[src/rtl/jtag_tap_resp_pkg.sv]
// Shared types and constants for the single-clock JTAG TAP responder.
//   - tap_state_e : the 16 IEEE 1149.1 TAP controller states
//   - mem_state_e : memory access sequencer states
//   - dr_sel_e    : data register selected by the current instruction
//   - IR opcodes, register lengths and the IR decode helper
package jtag_tap_resp_pkg;

  localparam int IR_LEN      = 5;
  localparam int IDCODE_LEN  = 32;
  localparam int CONFREG_LEN = 9;
  localparam int MEMACC_LEN  = 65;

  localparam logic [IR_LEN-1:0] IR_IDCODE  = 5'h01;
  localparam logic [IR_LEN-1:0] IR_CONFREG = 5'h06;
  localparam logic [IR_LEN-1:0] IR_MEMACC  = 5'h08;
  localparam logic [IR_LEN-1:0] IR_BYPASS  = 5'h1F;
  // Fixed pattern loaded into the IR shift register in Capture-IR.
  localparam logic [IR_LEN-1:0] IR_CAPTURE = 5'b00101;

  typedef enum logic [3:0] {
    TAP_TLR,
    TAP_RTI,
    TAP_SEL_DR,
    TAP_CAP_DR,
    TAP_SHIFT_DR,
    TAP_EXIT1_DR,
    TAP_PAUSE_DR,
    TAP_EXIT2_DR,
    TAP_UPD_DR,
    TAP_SEL_IR,
    TAP_CAP_IR,
    TAP_SHIFT_IR,
    TAP_EXIT1_IR,
    TAP_PAUSE_IR,
    TAP_EXIT2_IR,
    TAP_UPD_IR
  } tap_state_e;

  typedef enum logic [1:0] {
    MEM_IDLE,
    MEM_REQ,
    MEM_RESP
  } mem_state_e;

  typedef enum logic [1:0] {
    DR_BYPASS,
    DR_IDCODE,
    DR_CONFREG,
    DR_MEMACC
  } dr_sel_e;

  // Unknown opcodes fall back to BYPASS.
  function automatic dr_sel_e decode_ir(input logic [IR_LEN-1:0] ir);
    dr_sel_e sel;
    case (ir)
      IR_IDCODE:  sel = DR_IDCODE;
      IR_CONFREG: sel = DR_CONFREG;
      IR_MEMACC:  sel = DR_MEMACC;
      default:    sel = DR_BYPASS;
    endcase
    return sel;
  endfunction

endpackage

[src/rtl/jtag_tap_responder_in_sync.sv]
// Oversampling front end for the JTAG pins.
// Each pin passes through SYNC_STAGES flops (minimum 2). TCK edges are
// detected by comparing the last synchronizer stage with its value one
// clk_i earlier, so an edge pulse lasts exactly one clk_i cycle. TMS/TDI are
// taken from the same stage as TCK so they stay aligned with the edge.
// Ports:
//   clk_i, rst_n            : system clock, async active-low reset
//   tck_i/tms_i/tdi_i/trst_ni : raw asynchronous pins
//   tck_rise_o, tck_fall_o  : one-cycle TCK edge strobes
//   tms_o, tdi_o, trst_no   : synchronized pin levels
module jtag_in_sync #(
  parameter int SYNC_STAGES = 2
) (
  input  logic clk_i,
  input  logic rst_n,
  input  logic tck_i,
  input  logic tms_i,
  input  logic tdi_i,
  input  logic trst_ni,
  output logic tck_rise_o,
  output logic tck_fall_o,
  output logic tms_o,
  output logic tdi_o,
  output logic trst_no
);

  logic [SYNC_STAGES-1:0] tck_q, tms_q, tdi_q, trst_q;
  logic                   tck_last_q;

  // TRSTn resets to "asserted" so the TAP stays in TLR until the pin level
  // has propagated through the chain.
  always_ff @(posedge clk_i or negedge rst_n) begin
    if (!rst_n) begin
      tck_q      <= '0;
      tms_q      <= '1;
      tdi_q      <= '0;
      trst_q     <= '0;
      tck_last_q <= 1'b0;
    end else begin
      tck_q      <= {tck_q[SYNC_STAGES-2:0], tck_i};
      tms_q      <= {tms_q[SYNC_STAGES-2:0], tms_i};
      tdi_q      <= {tdi_q[SYNC_STAGES-2:0], tdi_i};
      trst_q     <= {trst_q[SYNC_STAGES-2:0], trst_ni};
      tck_last_q <= tck_q[SYNC_STAGES-1];
    end
  end

  assign tck_rise_o = tck_q[SYNC_STAGES-1] & ~tck_last_q;
  assign tck_fall_o = ~tck_q[SYNC_STAGES-1] & tck_last_q;
  assign tms_o      = tms_q[SYNC_STAGES-1];
  assign tdi_o      = tdi_q[SYNC_STAGES-1];
  assign trst_no    = trst_q[SYNC_STAGES-1];

endmodule

[src/rtl/jtag_tap_responder.sv]
// Single-clock JTAG TAP responder with IDCODE, BYPASS, CONFREG and MEMACC
// data registers. MEMACC Update-DR launches one access on a req/gnt/rvalid
// memory port.
// Ports:
//   clk_i, rst_n                 : system clock, async active-low reset
//   jtag_tck_i/tms_i/tdi_i/trst_ni : asynchronous JTAG pins
//   jtag_tdo_o                   : registered TDO, updated on TCK fall
//   conf_reg_o                   : CONFREG contents
//   mem_req_o/we_o/addr_o/wdata_o/be_o : memory request (held until gnt)
//   mem_gnt_i/rvalid_i/rdata_i   : memory grant and response
// Handshake: mem_req_o stays high with stable we/addr/wdata/be until a cycle
// where mem_gnt_i is sampled high; the response is the next mem_rvalid_i
// pulse, which never coincides with the grant.
module jtag_tap_responder
  import jtag_tap_resp_pkg::*;
#(
  parameter logic [31:0] IDCODE_VALUE = 32'h2495_11C3,
  parameter int          SYNC_STAGES  = 2
) (
  input  logic                   clk_i,
  input  logic                   rst_n,
  input  logic                   jtag_tck_i,
  input  logic                   jtag_tms_i,
  input  logic                   jtag_tdi_i,
  input  logic                   jtag_trst_ni,
  output logic                   jtag_tdo_o,
  output logic [CONFREG_LEN-1:0] conf_reg_o,
  output logic                   mem_req_o,
  output logic                   mem_we_o,
  output logic [31:0]            mem_addr_o,
  output logic [31:0]            mem_wdata_o,
  output logic [3:0]             mem_be_o,
  input  logic                   mem_gnt_i,
  input  logic                   mem_rvalid_i,
  input  logic [31:0]            mem_rdata_i
);

  logic tck_rise, tck_fall, tms_s, tdi_s, trst_s;

  jtag_in_sync #(
    .SYNC_STAGES (SYNC_STAGES)
  ) u_in_sync (
    .clk_i      (clk_i),
    .rst_n      (rst_n),
    .tck_i      (jtag_tck_i),
    .tms_i      (jtag_tms_i),
    .tdi_i      (jtag_tdi_i),
    .trst_ni    (jtag_trst_ni),
    .tck_rise_o (tck_rise),
    .tck_fall_o (tck_fall),
    .tms_o      (tms_s),
    .tdi_o      (tdi_s),
    .trst_no    (trst_s)
  );

  tap_state_e             tap_q, tap_d;
  mem_state_e             mem_q, mem_d;
  logic [IR_LEN-1:0]      ir_q, ir_d, ir_shift_q, ir_shift_d;
  logic [MEMACC_LEN-1:0]  dr_q, dr_d;
  logic [CONFREG_LEN-1:0] conf_q, conf_d;
  logic                   tdo_q, tdo_d;
  logic                   we_q, we_d;
  logic [31:0]            addr_q, addr_d, wdata_q, wdata_d;
  logic [31:0]            last_addr_q, last_addr_d, rdata_q, rdata_d;
  logic                   mem_launch;
  logic                   mem_busy;
  dr_sel_e                dr_sel;

  assign dr_sel   = decode_ir(ir_q);
  assign mem_busy = (mem_q != MEM_IDLE);

  // ---------------- TAP state register ----------------
  always_ff @(posedge clk_i or negedge rst_n) begin
    if (!rst_n) tap_q <= TAP_TLR;
    else        tap_q <= tap_d;
  end

  always_comb begin
    tap_d = tap_q;
    if (tck_rise) begin
      case (tap_q)
        TAP_TLR:      tap_d = tms_s ? TAP_TLR      : TAP_RTI;
        TAP_RTI:      tap_d = tms_s ? TAP_SEL_DR   : TAP_RTI;
        TAP_SEL_DR:   tap_d = tms_s ? TAP_SEL_IR   : TAP_CAP_DR;
        TAP_CAP_DR:   tap_d = tms_s ? TAP_EXIT1_DR : TAP_SHIFT_DR;
        TAP_SHIFT_DR: tap_d = tms_s ? TAP_EXIT1_DR : TAP_SHIFT_DR;
        TAP_EXIT1_DR: tap_d = tms_s ? TAP_UPD_DR   : TAP_PAUSE_DR;
        TAP_PAUSE_DR: tap_d = tms_s ? TAP_EXIT2_DR : TAP_PAUSE_DR;
        TAP_EXIT2_DR: tap_d = tms_s ? TAP_UPD_DR   : TAP_SHIFT_DR;
        TAP_UPD_DR:   tap_d = tms_s ? TAP_SEL_DR   : TAP_RTI;
        TAP_SEL_IR:   tap_d = tms_s ? TAP_TLR      : TAP_CAP_IR;
        TAP_CAP_IR:   tap_d = tms_s ? TAP_EXIT1_IR : TAP_SHIFT_IR;
        TAP_SHIFT_IR: tap_d = tms_s ? TAP_EXIT1_IR : TAP_SHIFT_IR;
        TAP_EXIT1_IR: tap_d = tms_s ? TAP_UPD_IR   : TAP_PAUSE_IR;
        TAP_PAUSE_IR: tap_d = tms_s ? TAP_EXIT2_IR : TAP_PAUSE_IR;
        TAP_EXIT2_IR: tap_d = tms_s ? TAP_UPD_IR   : TAP_SHIFT_IR;
        TAP_UPD_IR:   tap_d = tms_s ? TAP_SEL_DR   : TAP_RTI;
        default:      tap_d = TAP_TLR;
      endcase
    end
    // TRST overrides any TCK activity.
    if (!trst_s) tap_d = TAP_TLR;
  end

  // ---------------- IR / DR / TDO datapath ----------------
  // Capture/shift/update act on the TCK rise that leaves the corresponding
  // state, so an Update-DR action fires as the TAP moves on.
  always_comb begin
    ir_d       = ir_q;
    ir_shift_d = ir_shift_q;
    dr_d       = dr_q;
    conf_d     = conf_q;
    tdo_d      = tdo_q;
    mem_launch = 1'b0;

    if (tap_q == TAP_TLR) begin
      ir_d = IR_IDCODE;
      dr_d = '0;
    end else if (tck_rise && trst_s) begin
      case (tap_q)
        TAP_CAP_IR:   ir_shift_d = IR_CAPTURE;
        TAP_SHIFT_IR: ir_shift_d = {tdi_s, ir_shift_q[IR_LEN-1:1]};
        TAP_UPD_IR:   ir_d       = ir_shift_q;
        TAP_CAP_DR: begin
          case (dr_sel)
            DR_IDCODE:  dr_d = {{(MEMACC_LEN-IDCODE_LEN){1'b0}}, IDCODE_VALUE};
            DR_CONFREG: dr_d = {{(MEMACC_LEN-CONFREG_LEN){1'b0}}, conf_q};
            DR_MEMACC:  dr_d = {mem_busy, last_addr_q, rdata_q};
            default:    dr_d = '0;
          endcase
        end
        TAP_SHIFT_DR: begin
          // TDI enters at the MSB of the selected register's own length.
          case (dr_sel)
            DR_IDCODE:  dr_d = {{(MEMACC_LEN-IDCODE_LEN){1'b0}}, tdi_s,
                                dr_q[IDCODE_LEN-1:1]};
            DR_CONFREG: dr_d = {{(MEMACC_LEN-CONFREG_LEN){1'b0}}, tdi_s,
                                dr_q[CONFREG_LEN-1:1]};
            DR_MEMACC:  dr_d = {tdi_s, dr_q[MEMACC_LEN-1:1]};
            default:    dr_d = {{(MEMACC_LEN-1){1'b0}}, tdi_s};
          endcase
        end
        TAP_UPD_DR: begin
          if (dr_sel == DR_CONFREG) conf_d = dr_q[CONFREG_LEN-1:0];
          if (dr_sel == DR_MEMACC)  mem_launch = 1'b1;
        end
        default: ;
      endcase
    end

    if (tck_fall) begin
      if (tap_q == TAP_SHIFT_IR)      tdo_d = ir_shift_q[0];
      else if (tap_q == TAP_SHIFT_DR) tdo_d = dr_q[0];
      else                            tdo_d = 1'b0;
    end
  end

  always_ff @(posedge clk_i or negedge rst_n) begin
    if (!rst_n) begin
      ir_q       <= IR_IDCODE;
      ir_shift_q <= '0;
      dr_q       <= '0;
      conf_q     <= '0;
      tdo_q      <= 1'b0;
    end else begin
      ir_q       <= ir_d;
      ir_shift_q <= ir_shift_d;
      dr_q       <= dr_d;
      conf_q     <= conf_d;
      tdo_q      <= tdo_d;
    end
  end

  // ---------------- Memory access sequencer ----------------
  // A launch while busy is dropped silently.
  always_comb begin
    mem_d       = mem_q;
    we_d        = we_q;
    addr_d      = addr_q;
    wdata_d     = wdata_q;
    last_addr_d = last_addr_q;
    rdata_d     = rdata_q;
    case (mem_q)
      MEM_IDLE: begin
        if (mem_launch) begin
          we_d    = dr_q[64];
          addr_d  = dr_q[63:32];
          wdata_d = dr_q[31:0];
          mem_d   = MEM_REQ;
        end
      end
      MEM_REQ: begin
        if (mem_gnt_i) mem_d = MEM_RESP;
      end
      MEM_RESP: begin
        if (mem_rvalid_i) begin
          if (!we_q) rdata_d = mem_rdata_i;
          last_addr_d = addr_q;
          mem_d       = MEM_IDLE;
        end
      end
      default: mem_d = MEM_IDLE;
    endcase
  end

  always_ff @(posedge clk_i or negedge rst_n) begin
    if (!rst_n) begin
      mem_q       <= MEM_IDLE;
      we_q        <= 1'b0;
      addr_q      <= '0;
      wdata_q     <= '0;
      last_addr_q <= '0;
      rdata_q     <= '0;
    end else begin
      mem_q       <= mem_d;
      we_q        <= we_d;
      addr_q      <= addr_d;
      wdata_q     <= wdata_d;
      last_addr_q <= last_addr_d;
      rdata_q     <= rdata_d;
    end
  end

  assign jtag_tdo_o  = tdo_q;
  assign conf_reg_o  = conf_q;
  assign mem_req_o   = (mem_q == MEM_REQ);
  assign mem_we_o    = we_q;
  assign mem_addr_o  = addr_q;
  assign mem_wdata_o = wdata_q;
  assign mem_be_o    = (mem_q == MEM_REQ) ? 4'hF : 4'h0;

endmodule

[config.mk]
export PLATFORM = sky130hd
export DESIGN_NAME = jtag_tap_responder
export DESIGN_NICKNAME = d
export VERILOG_FILES = /design/src/rtl/jtag_tap_resp_pkg.sv /design/src/rtl/jtag_tap_responder_in_sync.sv /design/src/rtl/jtag_tap_responder.sv
export SDC_FILE = /design/constraint.sdc
export NUM_CORES = 1
export LEC_CHECK = 0
export ABC_AREA = 0
export BUFFER_PORTS_ARGS = -buffer_cell sky130_fd_sc_hd__buf_4
export CAP_MARGIN = 30
export CORE_ASPECT_RATIO = 1.1
export CORE_MARGIN = 2
export CORE_UTILIZATION = 50
export DETAILED_ROUTE_END_ITERATION = 7
export PLACE_DENSITY = 0.7
export SETUP_SLACK_MARGIN = 0.3
export SYNTH_ARGS = -nofsm -noshare
export SYNTH_HDL_FRONTEND = slang
export SYNTH_SLANG_ARGS = --single-unit
[constraint.sdc]
create_clock -name clk_i -period 3.3 [get_ports clk_i]
set_clock_uncertainty 0.05 [all_clocks]
set_input_delay 0.99 -clock clk_i [delete_from_list [all_inputs] [get_ports clk_i]]
set_output_delay 0.99 -clock clk_i [all_outputs]
set_load 0.005 [all_outputs]
## Word level (Yosys, flattened, before mapping)

Cells that the tools add are included.

| cells by class | value |
|---|---|
| equal/unequal tests | 27 |
| mux-type cells | 36 |
| bitwise operators | 6 |
| reductions and logical operators | 19 |

Operators by type and width:

| cell | count |
|---|---|
| 65-bit one-hot mux with 3 select lines | 2 |
| 65-bit 2-to-1 mux | 2 |
| 65-bit one-hot mux with 2 select lines | 1 |
| 4-bit one-hot mux with 12 select lines | 1 |
| 4-bit equality test (second input constant) | 8 |
| 4-bit 2-to-1 mux | 7 |
| 4-bit by 3-bit equality test with 1-bit output (second input constant) | 4 |
| 5-bit 2-to-1 mux | 3 |
| 2-bit 2-to-1 mux | 6 |
| 2-bit one-hot mux with 3 select lines | 2 |
| 5-bit one-hot mux with 2 select lines | 1 |
| 1-bit 2-to-1 mux | 9 |
| 3-bit AND reduction | 3 |
| 4-bit by 2-bit equality test with 1-bit output (second input constant) | 2 |
| 2-bit AND reduction | 4 |
| 2-bit nonzero test | 4 |
| 2-bit equality test (second input constant) | 3 |
| 3-bit 2-to-1 mux | 2 |
| 2-bit != test (second input constant) | 3 |
| 5-bit by 1-bit equality test with 1-bit output (second input constant) | 1 |
| 5-bit by 3-bit equality test with 1-bit output (second input constant) | 1 |
| 5-bit by 4-bit equality test with 1-bit output (second input constant) | 1 |
| 2-bit by 1-bit equality test with 1-bit output (second input constant) | 2 |
| 4-bit by 1-bit equality test with 1-bit output (second input constant) | 1 |
| 10 further kinds | 15 |

| storage, ports and cells | value |
|---|---|
| bits in registers | 229 |
| bits of input ports | 40 |

## Longest topological paths before layout

| logic depth | value |
|---|---|
| depth after elaboration | 9 |
| gate-level depth with buffers | 7 |
| gate-level depth less buffers | 5 |

## Modules after synthesis

A second synthesis with hierarchy kept.

| unflattened totals | value |
|---|---|
| cells, all modules | 735 |
| area, all modules | 9447.8 sq um |

Modules (own cells, without submodules):

| module | times used | cells an instance | area an instance (sq um) | seq. area each (sq um) |
|---|---|---|---|---|
| jtag_tap_responder | 1 | 724 | 9205.1 | 5506.5 |
| jtag_in_sync | 1 | 11 | 242.7 | 227.7 |

## Least setup slack after synthesis

OpenSTA, ideal clock, no wires.

| timing path | value |
|---|---|
| path type | reg-to-reg |
| start | register ir_q[1] |
| end | register addr_q[0] (netlist: mem_addr_o[0]) |
| library setup time | 0.125 ns |
| arrival | 2.128 ns |
| data required time | 3.125 ns |
| slack | 0.997 ns |
| stages on the path, launching flop included | 8 |
| path buffers | 3 |
| clock period less this slack | 2.303 ns |
| cell sequence | dfrtp_1 -> or3_1 -> buf_2 -> or2_4 -> or4_4 -> buf_6 -> buf_6 -> mux2_4 |

| on the way | value |
|---|---|
| cells in the longest elaborated chain, start to end | 8 |
| elaborated cells between the ends (all ways) | 10 |
| classes of those cells | eq/ne: 4; mux: 5; reduce/logical: 1 |

Ends and longest elaborated chain:

| what | line | text |
|---|---|---|
| start: declaration | jtag_tap_responder.sv:58 | `logic [IR_LEN-1:0] ir_q, ir_d, ir_shift_q, ir_shift_d;` |
| start signal: assignment | jtag_tap_responder.sv:166 | `ir_q <= ir_d;` |
| 5-bit by 4-bit equality test with 1-bit output (tied with other cells) | jtag_tap_resp_pkg.sv:55 | `case (ir)` |
| 2-bit one-hot mux with 3 select lines (*) | jtag_tap_resp_pkg.sv:55 |  |
| 2-bit equality test (*) | jtag_tap_responder.sv:145 | `if (dr_sel == DR_MEMACC) mem_launch = 1'b1;` |
| 1-bit 2-to-1 mux (*) | jtag_tap_responder.sv:145 |  |
| 1-bit 2-to-1 mux (*) | jtag_tap_responder.sv:120 | `case (tap_q)` |
| 1-bit 2-to-1 mux (*) | jtag_tap_responder.sv:119 | `end else if (tck_rise && trst_s) begin` |
| 1-bit 2-to-1 mux (*) | jtag_tap_responder.sv:116 | `if (tap_q == TAP_TLR) begin` |
| 2-bit AND reduction (no line) (*) | n/a |  |
| end signal: assignment | jtag_tap_responder.sv:217 | `addr_q <= addr_d;` |
| end: declaration | jtag_tap_responder.sv:63 | `logic [31:0] addr_q, addr_d, wdata_q, wdata_d;` |

Every way passes the cells marked *; elsewhere a longest branch is shown, timed or not.
A chain may end at the register's enable or synchronous reset.

## Final worst setup path

| timing path | value |
|---|---|
| start | register mem_q[0] |
| end | output mem_be_o[2] |

| on the way | value |
|---|---|
| cells in the longest elaborated chain, start to end | 2 |

Ends and longest elaborated chain:

| what | line | text |
|---|---|---|
| start: declaration | jtag_tap_responder.sv:57 | `mem_state_e mem_q, mem_d;` |
| start signal: assignment | jtag_tap_responder.sv:215 | `mem_q <= mem_d;` |
| 2-bit by 1-bit equality test with 1-bit output | jtag_tap_responder.sv:230 | `assign mem_be_o = (mem_q == MEM_REQ) ? 4'hF : 4'h0;` |
| 4-bit 2-to-1 mux | jtag_tap_responder.sv:230 |  |
| end: declaration | jtag_tap_responder.sv:32 | `output logic [3:0] mem_be_o,` |

Every way passes these cells.

==> impl_metrics.toml <==
[floorplanning]
die_w_um = 136
die_h_um = 150
initial_core_util = 0.507
die_area_um2 = 20400
io_pins = 120
rows = 53
core-area_um2 = 19000

[place]
finalWeightedCongestion = 0.805
portBuffers = 119
place_area_um2 = 10900
hpwl_mm = 13.1
dp_cells = 1106

[synth]
syn_area_um2 = 9650
synth_ff_type = "dfrtp_1"
async_flop_share = 1.00
synth.top_cells.by_count = "dfrtp_1, nand2_1, mux2_2"
synthMostInstantiatedCell = "dfrtp_1"
ys_ff_latch = 229
yosys_warnings = 0
syn_inst = 765
syn_avg_cell_area_um2 = 12.6
ys_types = 47
synth_edf_count = 0
yosysTopAreaCellShare = 0.586
synthTopCellsByArea = "dfrtp_1, mux2_2, mux2_4"
yosysTopAreaCell = "dfrtp_1"
synth_nets = 805
ys_seq_area_frac = 0.594

[drt]
route.top_layer_used = "met4"
wl_met3_mm = 1.03
via_per_inst = 5.53
drc = 0
dr_total_vias = 6347
firstDrtPassIters = 4
drt_iter0_markers = 342
met1_length_mm = 9.39
ant_nets = 0
dr_wl_met2_mm = 9.74
wl_mm = 20.5
wire_per_inst_um = 17.9

[cells_and_area]
finish.utilization = 0.614
drive_above_1_share = 0.358
area_growth_pct = 21.1
nNetsFinal = 925
final_area_um2 = 11700
antennaDiodeCount = 0
fin_cells = 1148

[clock_network]
clock-sinks = 229
htreeDepth = 1
cts_resized = 0
cts_tree = "done"
post-cts-setup-buffer-count = 0
cts_buffers = 24
hold_buffers = 0
clkLatencyLatePin_ps = 510
root_buffer = "clkbuf_16"
clockBufferDepth = 3
clkSlewWorstSetupHoldPaths_ps = 60

[pwr]
switching_power_mw = 1.22
seqPwrFrac = 0.491
p_leak_nw = 5.77
sw_frac_of_total = 0.208
clkPwrFrac = 0.471
pwr-share-comb = 0.038
ir_drop_mv = 0.380
intPower_mw = 4.65
power_density_nw_per_um2 = 503

[setup_path]
arrival_ps = 1540
rrSetupSlack_ps = 820
reg2reg_depth = 4
cp-endpoint = "mem_be_o[2]"
rr_startpoint = "tap_q[2]$_DFFE_PN0P_"
endpoint_kind = "output pin"
regToRegEndpoint = "dr_q[45]$_DFFE_PN0P_"
cp_max_fo = 7
crit_start = "mem_q[0]$_DFFE_PN0P_"
criticalPathCategory = "reg -> out"
slowest_delay_ps = 480
crit_path_cell_trace = "nor2b_1 -> buf_4"
worstSetupStartpointType = "flip-flop"
required_ps = 2260
critical-path-slowest-cell = "dfrtp_1"

[sta]
finalMaxSlewViolations = 0
hold_viol = 0
rsz0062_at_grt = "false"
fmax_ghz = 0.388
post-route-period-util = 0.782
fin_crit_ps = 2580
max_slew_margin = 0.587
setup-violations-final = 0
tightest_slew_ps = 616
setup_tns_ps = 0

[global_routing]
antenna_found_initial = 0
grt_max_degree = 77
grt_pass1_vias = 6387
grt.total_usage = 0.204
grt_pass1_wl_mm = 33.4
gr-total-overflow = 0

[flow_run]
maxCapViolCount = 0

[outcome]
status = "finished, final reports clean"

[min_path]
holdPathStages = 0
min_path_type = "reg -> reg"
## cell usage in the layout, fill, tap and decap left out, drive strengths merged, types with 2 or more instances in the layout
master	count
buf	140
or3	4
nand4	4
nand2	100
a32oi	4
nor3	8
nor2b	7
nand2b	2
nand3	3
mux2	138
clkinv	2
bufinv	3
dfstp	3
mux2i	32
nand3b	5
o41ai	4
o221ai	8
or2	3
o21a	2
o21ai	75
a22o	5
nor2	24
inv	4
clkbuf	37
dfrtp	226
a21oi	41
## routing by layer
metal | global-route usage | vias up
li1 | - | 2942
met1 | 0.292 | 3214
met2 | 0.328 | 159
met3 | 0.0339 | 32
met4 | 0.0500 | 0
met5 | 0 | -
## layout make-up
class | count | area, µm²
clock buffers | 37 | 711
clock inverters | 5 | 100
fillers | 1509 | 7340
inverters | 4 | 15.0
multi-input cells | 486 | 3690
flip-flops and latches | 229 | 5730
well taps | 247 | 309
repair buffers | 140 | 1130
## state kept, by name, indices dropped and copies added, names as in the netlist, 4 cells and up
name         cells
conf_reg_o       9
dr_q            65
ir_q             5
ir_shift_q       5
last_addr_q     32
mem_addr_o      32
mem_wdata_o     32
rdata_q         32
tap_q            4
## critical path: cells and delay by family, from the launching register on
kind | cells | cell delay (ps)
buffers and inverters | 1 | 180
DFF | 1 | 480
and+or+nand+nor | 1 | 370
## worst min-delay path by stage
| stage | startpoint | endpoint | slack, ps |
|---|---|---|---|
| after floorplan | u_in_sync.tck_q[0]$_DFF_PN0_ | u_in_sync.tck_q[1]$_DFF_PN0_ | 280 |
| after global placement | u_in_sync.trst_q[0]$_DFF_PN0_ | u_in_sync.trst_q[1]$_DFF_PN0_ | 280 |
| after detailed placement | u_in_sync.trst_q[0]$_DFF_PN0_ | u_in_sync.trst_q[1]$_DFF_PN0_ | 290 |
| after CTS | u_in_sync.trst_q[0]$_DFF_PN0_ | u_in_sync.trst_q[1]$_DFF_PN0_ | 300 |
| after global routing | u_in_sync.tms_q[0]$_DFF_PN1_ | u_in_sync.tms_q[1]$_DFF_PN1_ | 310 |
| final | u_in_sync.trst_q[0]$_DFF_PN0_ | u_in_sync.trst_q[1]$_DFF_PN0_ | 300 |
## power groups by stage
| stage | registers, mW | clock network (mW) | logic, mW |
|---|---|---|---|
| floorplan | 2.92 | 0 | 0.0926 |
| global placement | 2.94 | 0 | 0.225 |
| detailed placement | 2.94 | 0 | 0.228 |
| CTS | 2.89 | 2.82 | 0.230 |
| global route | 2.89 | 2.94 | 0.251 |
| finish | 2.89 | 2.77 | 0.224 |
## kinds of logic (layout without fill, tap and decap cells)
logic type / count (synthesis) / count (layout) / share of synthesized area
buffers and inverters: 50 / 186 / 0.0261
flip-flops: 229 / 229 / 0.594
multiplexers: 170 / 170 / 0.214
AND/OR/NAND/NOR: 165 / 165 / 0.0753
XOR/XNOR: 2 / 2 / 0.00181
AO/OA/AOI/OAI: 149 / 149 / 0.0892
## through the flow
| step | setup slack [ps] | total power [mW] | hold WS [ps] |
|---|---|---|---|
| 2_1_floorplan | 997 | 3.02 | 281 |
| 3_3_place_gp | 910 | 3.16 | 283 |
| 3_5_place_dp | 827 | 3.17 | 286 |
| 4_1_cts | 724 | 5.93 | 299 |
| 5_1_grt | 591 | 6.09 | 312 |
| 6_report | 720 | 5.88 | 298 |
Power figures use the tool's default switching activity.
